**src/rtl/bin2bi_sng.sv**
```systemverilog
// Bipolar stochastic number generator: streams 2^WIDTH bits whose
// ones-density encodes a signed value, using a van der Corput source.
module bin2bi_sng #(
    parameter int WIDTH = 8
) (
    input  logic             clk,
    input  logic             rst_n,
    input  logic             in_valid,
    output logic             in_ready,
    input  logic [WIDTH-1:0] in_data,
    input  logic             out_ready,
    output logic             out_valid,
    output logic             out,
    output logic             done
);

    localparam logic [0:0] IDLE = 1'b0;
    localparam logic [0:0] RUN  = 1'b1;

    localparam logic [WIDTH-1:0] LAST = {WIDTH{1'b1}};

    logic [0:0]       state;
    logic [WIDTH-1:0] cnt;
    logic [WIDTH-1:0] xo;
    logic [WIDTH-1:0] r;

    // Handshake flags depend on the registered state only.
    always_comb begin
        in_ready  = (state == IDLE);
        out_valid = (state == RUN);
    end

    // Random source: bit-reversed beat counter.
    always_comb begin
        r = '0;
        for (int i = 0; i < WIDTH; i++) begin
            r[i] = cnt[WIDTH-1-i];
        end
    end

    // Stream bit is forced low outside RUN.
    always_comb begin
        out = out_valid & (r < xo);
    end

    // Control FSM, beat counter, offset latch and done pulse.
    always_ff @(posedge clk or negedge rst_n) begin
        if (!rst_n) begin
            state <= IDLE;
            cnt   <= '0;
            xo    <= '0;
            done  <= 1'b0;
        end else begin
            done <= 1'b0;
            unique case (state)
                IDLE: begin
                    if (in_valid) begin
                        xo    <= {~in_data[WIDTH-1], in_data[WIDTH-2:0]};
                        cnt   <= '0;
                        state <= RUN;
                    end
                end
                RUN: begin
                    if (out_ready) begin
                        if (cnt == LAST) begin
                            cnt   <= '0;
                            state <= IDLE;
                            done  <= 1'b1;
                        end else begin
                            cnt <= cnt + 1'b1;
                        end
                    end
                end
                default: begin
                    state <= IDLE;
                end
            endcase
        end
    end

endmodule

```
**config.mk**
```make
export PLATFORM = sky130hd
export DESIGN_NAME = bin2bi_sng
export DESIGN_NICKNAME = d
export VERILOG_FILES = /design/src/rtl/bin2bi_sng.sv
export SDC_FILE = /design/constraint.sdc
export NUM_CORES = 1
export LEC_CHECK = 0
export BUFFER_PORTS_ARGS = -buffer_cell sky130_fd_sc_hd__buf_2
export CORE_ASPECT_RATIO = 0.6
export CORE_UTILIZATION = 40
export CTS_CLUSTER_SIZE = 20
export DETAILED_ROUTE_END_ITERATION = 12
export HOLD_SLACK_MARGIN = 0.02
export PLACE_DENSITY = 0.62
export SLEW_MARGIN = 20
export SYNTH_ARGS = -nofsm -noshare
export SYNTH_HDL_FRONTEND = slang
export SYNTH_SLANG_ARGS = --single-unit
```
**constraint.sdc**
```tcl
create_clock -name clk -period 2.5 [get_ports clk]
set_input_delay 0 -clock clk [delete_from_list [all_inputs] [get_ports clk]]
set_output_delay 0 -clock clk [all_outputs]
set_load 0.02 [all_outputs]
```
==> results_dict.tcl, run 1 <==
set metrics [dict create \
    num_rows 13 \
    pwr-share-clk_pct 28.2 \
    hold_viol 0 \
    synth_top_family_by_area "compound AO/OA/AOI/OAI gates" \
    synth_area_leaders "dfrtp_1 (46%), ha_1 (10%), o21ai_0 (7.1%)" \
    cts_resized 0 \
    grt_pass1_vias 705 \
    place_congestion 0.8258 \
    slowest_stage "a2111oi_0" \
    synthMuxAreaShare_pct 4.172 \
    port_buffers 15 \
    synth.top_cell.area_share_pct 45.51 \
    dieArea_sq_um 2684 \
    power.share.sequential_pct 46.2 \
    drive_gt1_share_pct 17.83 \
    cp_data_arrival_time_ns 2.19 \
    drtIter0Drc 25 \
    power_uw 859.2 \
    dp_hpwl_um 1483 \
    synth_seq_cells 18 \
    hp-class "in -> reg" \
    m1WireLength_um 1122 \
    final_max_slew_viol_count 0 \
    final_cell_mix "dfrtp_1 (18), buf_2 (15), nand2_1 (14), o21ai_0 (14), dlygate4sd3_1 (10)" \
    drv_cap 0 \
    start_util_pct 44.09 \
    insertion_delay_ns 0.26 \
    vias 809 \
    synth_fp_nets 122 \
    gr-usage-all-layers_pct 19.27 \
    crit_type "reg -> out" \
    viasPerCell 5.088 \
    synthDistinctLibCells 33 \
    maxSlewHeadroom_pct 64.21 \
    area_growth_pct 25.79 \
    path_cells "ha_1 -> a211oi_1 -> o21ai_0 -> a2111oi_0 -> buf_2" \
    ys_warn_count 0 \
    cts_buffers 3 \
    synth_xor_xnor_area_share_pct 0.8850 \
    cts_root_buf "clkbuf_8" \
    rrSetupSlack_ns 0.94 \
    diodes 0 \
    critical_path_required_ns 2.50 \
    syn_area_per_cell_sq_um 9.703 \
    synth_cells 102 \
    synth_adder_area_share_pct 10.11 \
    tns_ns 0 \
    grt_max_degree 19 \
    comb_power_share_pct 25.6 \
    gr-total-overflow 0 \
    yosys.area.top_type "dfrtp_1" \
    synth-compound-area-share_pct 17.95 \
    syn_area_sq_um 989.7 \
    die-height_um 40.53 \
    cp_max_fo 6 \
    multi_input_area_sq_um 489.2 \
    path_clk_slew_ns 0.07 \
    worst_pin_slew_ns 0.5357 \
    crit_buf_inv 1 \
    ios 16 \
    crit_family "compound AO/OA/AOI/OAI gates" \
    cts_sinks 18 \
    wire_per_inst_um 13.17 \
    topRoutingLayerUsed "met4" \
    cts_buffer_depth 2 \
    setup_violations 0 \
    dr_wl_met3_um 87 \
    crit_path_max_incr_delay_ns 0.52 \
    endpoint_kind "primary output" \
    wl_um 2094 \
    drc 0 \
    synth-simple-area-share_pct 16.31 \
    fmax_mhz 457.4 \
    routed-wl-met2_um 862 \
    ys_seq_area_share_pct 45.51 \
    peakVddDrop_mv 0.4370 \
    start_kind "flop" \
    drtAntennaViolNets 0 \
    cts_max_level 1 \
    holdWs_ns 0.08918 \
    grt_first_pass_wirelength_um 3539 \
    nNetsFinal 150 \
    seqCellArea_sq_um 450.4 \
    fin_util_pct 55.46 \
    cts_tree "done" \
    fill_cells 218 \
    status "completed" \
    switchingPower_uw 275.2 \
    rsz0062_at_grt "false" \
    p_leak_nw 0.5698 \
    p_sw_share_pct 32.03 \
    p_int_uw 584.0 \
    finClkSkew_ns 0.007744 \
    coreArea_sq_um 2245 \
    die_w_um 66.22 \
    post-route-min-period_ns 2.186 \
    final_common_cell "dfrtp_1" \
    power_density_nw_per_um2 690.2 \
    drt_pre_antenna_iters 4 \
    antenna_found_initial 0 \
    fin_crit_sh_pct 87.45 \
]
## cells in the mapped netlist, drive strengths merged
cell,instances
dfrtp,18
nand2,15
o21ai,14
ha,8
inv,8
nand3,4
mux2i,3
nor2,3
nor2b,3
o211ai,3
a21oi,2
buf,2
a2111oi,1
a211oi,1
a21boi,1
a22oi,1
clkbuf,1
mux2,1
nand2b,1
nand3b,1
nand4,1
nor3,1
nor3b,1
nor4,1
o2111a,1
o22ai,1
o2bb2a,1
o311ai,1
or3,1
or4,1
xor2,1
## routing by layer
metal,vias up,track usage [%]
met5,-,0
li1,419,-
met3,5,5.966
met1,368,26.98
met2,17,28.32
met4,0,6.383
## layout make-up
class | count | share of cell area (%)
clock buffer | 4 | 4.422
multi-input combinational | 73 | 39.30
sequential | 18 | 36.18
tap | 30 | 3.015
inverter | 8 | 2.412
timing repair buffer | 26 | 14.67
## state kept, by name (all words and copies together) (netlist names)
name	cells
out_valid	1
done	1
cnt	8
xo	8
## what timing repair did
item                      4_1_cts  5_1_grt
hold endpoints to repair       27        0
buffers inserted                0        0
hold buffers                   10        0
## power by group through the flow
stage	clock (mW)	sequential, mW	combinational [mW]
floorplan	0	0.388	0.147
finish	0.243	0.397	0.220
CTS	0.249	0.396	0.222
detailed placement	0	0.403	0.205
global route	0.260	0.405	0.256
global placement	0	0.401	0.195
## worst register-to-register path, stage by stage, from the launching register on
cell,delay (ns)
dfrtp_1,0.42
ha_1,0.25
nand3_1,0.15
o311ai_2,0.42
o21ai_0,0.18
## metrics by stage
| step | instances | cell area (sq um) | setup WS, ns |
|---|---|---|---|
| finish | 159 | 1245 | 0.3138 |
| global route | 159 | 1245 | 0.1802 |
| global placement | 145 | 1090 | 0.7780 |
| floorplan | 102 | 989.7 | 0.3216 |
| CTS | 159 | 1245 | 0.2796 |
| detailed placement | 145 | 1090 | 0.5822 |
## worst paths after layout
kind                           start  endpoint  depth (start not counted)
max                           cnt[4]       out                          5
min                        out_ready    cnt[2]                          3
max reg2reg                   cnt[1]    cnt[4]                          4
min reg2reg                    xo[0]     xo[0]                          1
max in group asynchronous      rst_n     xo[4]                          2
min in group asynchronous      rst_n    cnt[4]                          2
## kinds of logic after synthesis
| family | Yosys count |
|---|---|
| DFF | 18 |
| buffers and inverters | 11 |
| muxes | 4 |
| AOI/OAI and AO/OA | 27 |
| and+or+nand+nor | 33 |
| xor gates and xnor gates | 1 |
| adders and majority gates | 8 |
Power figures use the tool's default switching activity.
==> inputs of run 2 (changes only) <==
--- a/config.mk
+++ b/config.mk
@@ -6,7 +6,7 @@
 export NUM_CORES = 1
 export LEC_CHECK = 0
 export BUFFER_PORTS_ARGS = -buffer_cell sky130_fd_sc_hd__buf_2
-export CORE_ASPECT_RATIO = 0.6
+export CORE_ASPECT_RATIO = 1.2
 export CORE_UTILIZATION = 40
 export CTS_CLUSTER_SIZE = 20
 export DETAILED_ROUTE_END_ITERATION = 12
==> run 2 against run 1 <==
Utilization fell by 2.2 points. Register-to-register slack barely moved. Clock power fell by 26%. Critical path type unchanged.
==> results_dict.tcl, run 2 (synthesized netlist as in run 1, its figures left out) <==
set metrics [dict create \
    crit_buf_inv 1 \
    dpl_cell_area_sq_um 1091 \
    peakVddDrop_mv 0.5343 \
    status "completed" \
    rr_startpoint "cnt[1]" \
    drt_pre_antenna_iters 4 \
    num_rows 19 \
    ios 16 \
    power_density_nw_per_um2 645.7 \
    tns_ns 0 \
    hp-class "in -> reg" \
    grt_max_degree 19 \
    p_sw_share_pct 32.89 \
    post-route-min-period_ns 2.027 \
    grt_pass1_vias 787 \
    cts_sinks 18 \
    fin_crit_sh_pct 81.10 \
    antenna_found_initial 0 \
    final_max_slew_viol_count 0 \
    coreArea_sq_um 2306 \
    p_int_uw 531.9 \
    final_cell_mix "dfrtp_1 (18), buf_2 (15), nand2_1 (14), o21ai_0 (14), dlygate4sd3_1 (10)" \
    final_common_cell "dfrtp_1" \
    finClkSkew_ns 0.009019 \
    largest_registers "cnt x8, xo x8" \
    start_util_pct 42.92 \
    crit_path_max_incr_delay_ns 0.45 \
    holdWs_ns 0.04225 \
    multi_input_area_sq_um 489.2 \
    comb_power_share_pct 27.1 \
    place_congestion 0.8409 \
    drc 0 \
    cp_max_fo 6 \
    die-height_um 56.49 \
    final_area_sq_um 1227 \
    start_kind "flop" \
    worst_pin_slew_ns 0.5608 \
    r2r-end "cnt[7]" \
    drv_cap 0 \
    critical_path_required_ns 2.50 \
    seqCellArea_sq_um 450.4 \
    cts_tree "done" \
    area_growth_pct 24.02 \
    worstHoldEndpoint "cnt[2]" \
    cp_data_arrival_time_ns 2.03 \
    switchingPower_uw 260.7 \
    gr-total-overflow 0 \
    whs_path_depth 3 \
    path_clk_slew_ns 0.11 \
    hp-start "out_ready" \
    rrSetupSlack_ns 0.94 \
    crit_family "compound AO/OA/AOI/OAI gates" \
    vias 812 \
    cts_max_level 1 \
    fmax_mhz 493.2 \
    cts_root_buf "clkbuf_4" \
    port_buffers 15 \
    wl_um 1944 \
    viasPerCell 5.075 \
    fill_cells 219 \
    hold_viol 0 \
    worst-path-stages 5 \
    path_cells "ha_1 -> a211oi_1 -> o21ai_0 -> a2111oi_0 -> buf_2" \
    dieArea_sq_um 2678 \
    m1WireLength_um 921 \
    power.share.sequential_pct 50.3 \
    maxSlewHeadroom_pct 62.54 \
    reg2reg_depth 4 \
    drtIter0Drc 14 \
    insertion_delay_ns 0.29 \
    grt_first_pass_wirelength_um 3456 \
    drtAntennaViolNets 0 \
    gr-usage-all-layers_pct 18.37 \
    dr_wl_met3_um 57 \
    pwr-share-clk_pct 22.6 \
    drive_gt1_share_pct 17.83 \
    dp_hpwl_um 1428 \
    routed-wl-met2_um 928 \
    setup_violations 0 \
    cts_resized 0 \
    p_leak_nw 0.5620 \
    die_w_um 47.41 \
    wire_per_inst_um 12.15 \
    cts_buffer_depth 2 \
    slowest_stage "dfrtp_1" \
    nNetsFinal 150 \
    crit_type "reg -> out" \
    topRoutingLayerUsed "met4" \
    diodes 0 \
    rsz0062_at_grt "false" \
    endpoint_kind "primary output" \
    power_uw 792.6 \
    cts_buffers 3 \
]
run 2: cell types whose count changed in the layout (fill, tap and decap cells not counted):
cell	before	now
clkbuf_8	4	1
clkbuf_4	0	3
run 2: power by group through the flow:
stage                     clock network (mW)  registers [mW]  logic [mW]
after floorplan                            0           0.388       0.147
after global placement                     0           0.401       0.195
after detailed placement                   0           0.402       0.203
after CTS                              0.188           0.397       0.218
after global routing                   0.199           0.410       0.248
final                                  0.179           0.398       0.215
run 2: cell type report:
| cell class | instances | share of cell area, % |
|---|---|---|
| timing repair buffer | 26 | 14.88 |
| sequential | 18 | 36.70 |
| tap | 31 | 3.160 |
| multi-input combinational | 73 | 39.86 |
| inverter | 8 | 2.446 |
| clock buffer | 4 | 2.956 |
run 2: worst min-delay path, cell delays in order:
cell	delay, ns
buf_2	0.15
nand3_1	0.09
o21ai_0	0.07
run 2: repair_timing:
item	in CTS	in global routing
buffers inserted	0	0
hold buffers	10	0
endpoints found under the hold margin	28	0
run 2: worst max-delay path by stage:
stage | start | end
after floorplan | cnt[4] | out
after global placement | cnt[4] | out
after detailed placement | cnt[4] | out
after CTS | cnt[4] | out
after global routing | cnt[4] | out
final | cnt[4] | out
run 2: layer usage:
layer	vias up	GRT usage (%)
met5	-	0
met4	0	8.980
met3	4	4.180
met2	15	27.79
met1	377	23.77
li1	416	-
run 2: per-stage QoR:
step / worst slack (ns) / instances / utilization [%]
floorplan: 0.3216 / 102 / -
finish: 0.4725 / 160 / 53.23
detailed placement: 0.8059 / 146 / 47.31
global route: 0.3534 / 160 / 53.23
global placement: 0.7982 / 146 / 47.31
CTS: 0.4642 / 160 / 53.23
==> inputs of run 3 (changes only) <==
--- a/config.mk
+++ b/config.mk
@@ -11,7 +11,7 @@
 export CTS_CLUSTER_SIZE = 20
 export DETAILED_ROUTE_END_ITERATION = 12
 export HOLD_SLACK_MARGIN = 0.02
-export PLACE_DENSITY = 0.62
+export PLACE_DENSITY = 0.64
 export SLEW_MARGIN = 20
 export SYNTH_ARGS = -nofsm -noshare
 export SYNTH_HDL_FRONTEND = slang
==> constraint.sdc (replaced) <==
create_clock -name clk -period 1.7 [get_ports clk]
set_input_delay 0 -clock clk [delete_from_list [all_inputs] [get_ports clk]]
set_output_delay 0 -clock clk [all_outputs]
set_load 0.02 [all_outputs]
==> run 3 against run 2 <==
The run now ends with setup timing left. Sequential share of layout area fell by 1.8 points. Setup slack got worse by 0.60 ns. First-iteration DRC count rose to 2.6 times the previous value. Clock skew fell by 0.0087 ns. Register-to-register slack got worse by 0.77 ns. Critical path depth did not move. Die area did not move. Final cell count rose by 3.8%. Clock power rose by 23%. Utilization rose by 2.9 points. Critical endpoint unchanged.
==> results_dict.tcl, run 3 (synthesized netlist as in run 1, its figures left out) <==
set metrics [dict create \
    cts_root_buf "clkbuf_4" \
    start_util_pct 42.92 \
    gr-total-overflow 0 \
    crit_type "reg -> out" \
    worst_pin_slew_ns 0.4278 \
    dieArea_sq_um 2678 \
    post-route-min-period_ns 1.823 \
    status "finished, violations left" \
    hold_viol 0 \
    setup_violations 1 \
    setup_ws_ns -0.1227 \
    die_w_um 47.41 \
    wl_um 2158 \
    maxSlewHeadroom_pct 71.43 \
    multi_input_area_sq_um 516.7 \
    drv_cap 0 \
    grt_max_degree 19 \
    cts_max_level 1 \
    peakVddDrop_mv 0.7402 \
    drive_gt1_share_pct 25.93 \
    seqCellArea_sq_um 451.7 \
    fin_crit_sh_pct 107.2 \
    power_density_nw_per_um2 959.8 \
    path_clk_slew_ns 0.10 \
    vias 846 \
    grt_pass1_vias 878 \
    die-height_um 56.49 \
    endpoint_kind "primary output" \
    dp_hpwl_um 1474 \
    pre_cts_slack_ns 0.05564 \
    hp-class "in -> reg" \
    violations "setup timing" \
    num_rows 19 \
    fmax_mhz 548.6 \
    diodes 0 \
    cp_max_fo 2 \
    antenna_found_initial 0 \
    viasPerCell 5.096 \
    port_buffers 15 \
    rsz0062_at_grt "true" \
    place_congestion 0.9098 \
    final_common_cell "dfrtp_1" \
    start_kind "flop" \
    nNetsFinal 157 \
    cp_data_arrival_time_ns 1.82 \
    critical_path_required_ns 1.70 \
    holdWs_ns 0.03483 \
    fin_util_pct 56.16 \
    insertion_delay_ns 0.30 \
    grt_first_pass_wirelength_um 3739 \
    drt_pre_antenna_iters 4 \
    drc 0 \
    tns_ns -0.1227 \
    area_growth_pct 30.85 \
    final_max_slew_viol_count 0 \
    largest_registers "cnt x8, xo x8" \
    cts_tree "done" \
    cts_buffer_depth 2 \
    wire_per_inst_um 13.00 \
    ios 16 \
    finClkSkew_ns 0.0003460 \
    coreArea_sq_um 2306 \
    fill_cells 215 \
    cts_sinks 18 \
    gr-usage-all-layers_pct 19.74 \
    final_cell_mix "dfrtp_1 (17), buf_2 (15), nand2_1 (14), o21ai_0 (13), dlygate4sd3_1 (10)" \
    drtIter0Drc 36 \
    drtAntennaViolNets 0 \
    p_leak_nw 0.5923 \
    cts_buffers 3 \
]
==> run 3: where the power goes <==
| part | switching, mW | internal (mW) |
|---|---|---|
| clock | 0.138 | 0.0828 |
| sequential | 0.0559 | 0.502 |
| combinational | 0.236 | 0.228 |
| total | 0.430 | 0.813 |
==> run 3: path summary, 6_finish.rpt <==
kind	start	to	slack, ns	cells after the start
setup / recovery	xo[4]	out	-0.12	5
hold / removal	out_ready	cnt[2]	0.03	3
setup reg to reg	cnt[1]	cnt[4]	0.17	5
hold reg to reg	xo[0]	xo[0]	0.52	1
max in group asynchronous	rst_n	cnt[2]	1.22	2
min in group asynchronous	rst_n	cnt[7]	0.15	2
==> run 3: repair_timing <==
action                                 in CTS  in global routing
setup endpoints to repair                   1                  1
gates resized for setup                     5                  1
cloned                                      0                  0
hold buffers                               10                  0
pin swaps                                   4                  0
endpoints found under the hold margin      28                  0
setup buffers                               2                  0
==> run 3: metrics by stage <==
stage,cells,cell area (sq um),power (mW)
finish,166,1295,1.243
global route,166,1295,1.329
CTS,166,1291,1.238
detailed placement,151,1135,0.9555
global placement,151,1135,0.9331
floorplan,102,996.0,0.8022
==> run 3: final cells by class <==
cell class	count	share of cell area (%)
clock buffer	3	1.739
sequential	18	34.88
multi-input combinational	73	39.90
timing repair buffer	33	18.16
inverter	8	2.319
tap	31	2.995
==> run 3: worst max-delay path, stage by stage, from the launching register on <==
cell	delay, ns
dfrtp_1	0.37
inv_1	0.08
ha_1	0.24
o2111a_1	0.25
a2111oi_2	0.36
buf_2	0.22
==> run 3: routing by layer <==
| metal | wire length, um | track usage, % | vias to the layer above | part of all wire, % |
|---|---|---|---|---|
| li1 | - | - | 430 | - |
| met1 | 1007 | 24.84 | 394 | 47 |
| met2 | 1038 | 31.90 | 17 | 48 |
| met3 | 64 | 2.894 | 5 | 3.0 |
| met4 | 48 | 8.980 | 0 | 2.2 |
| met5 | 0 | 0 | - | 0 |
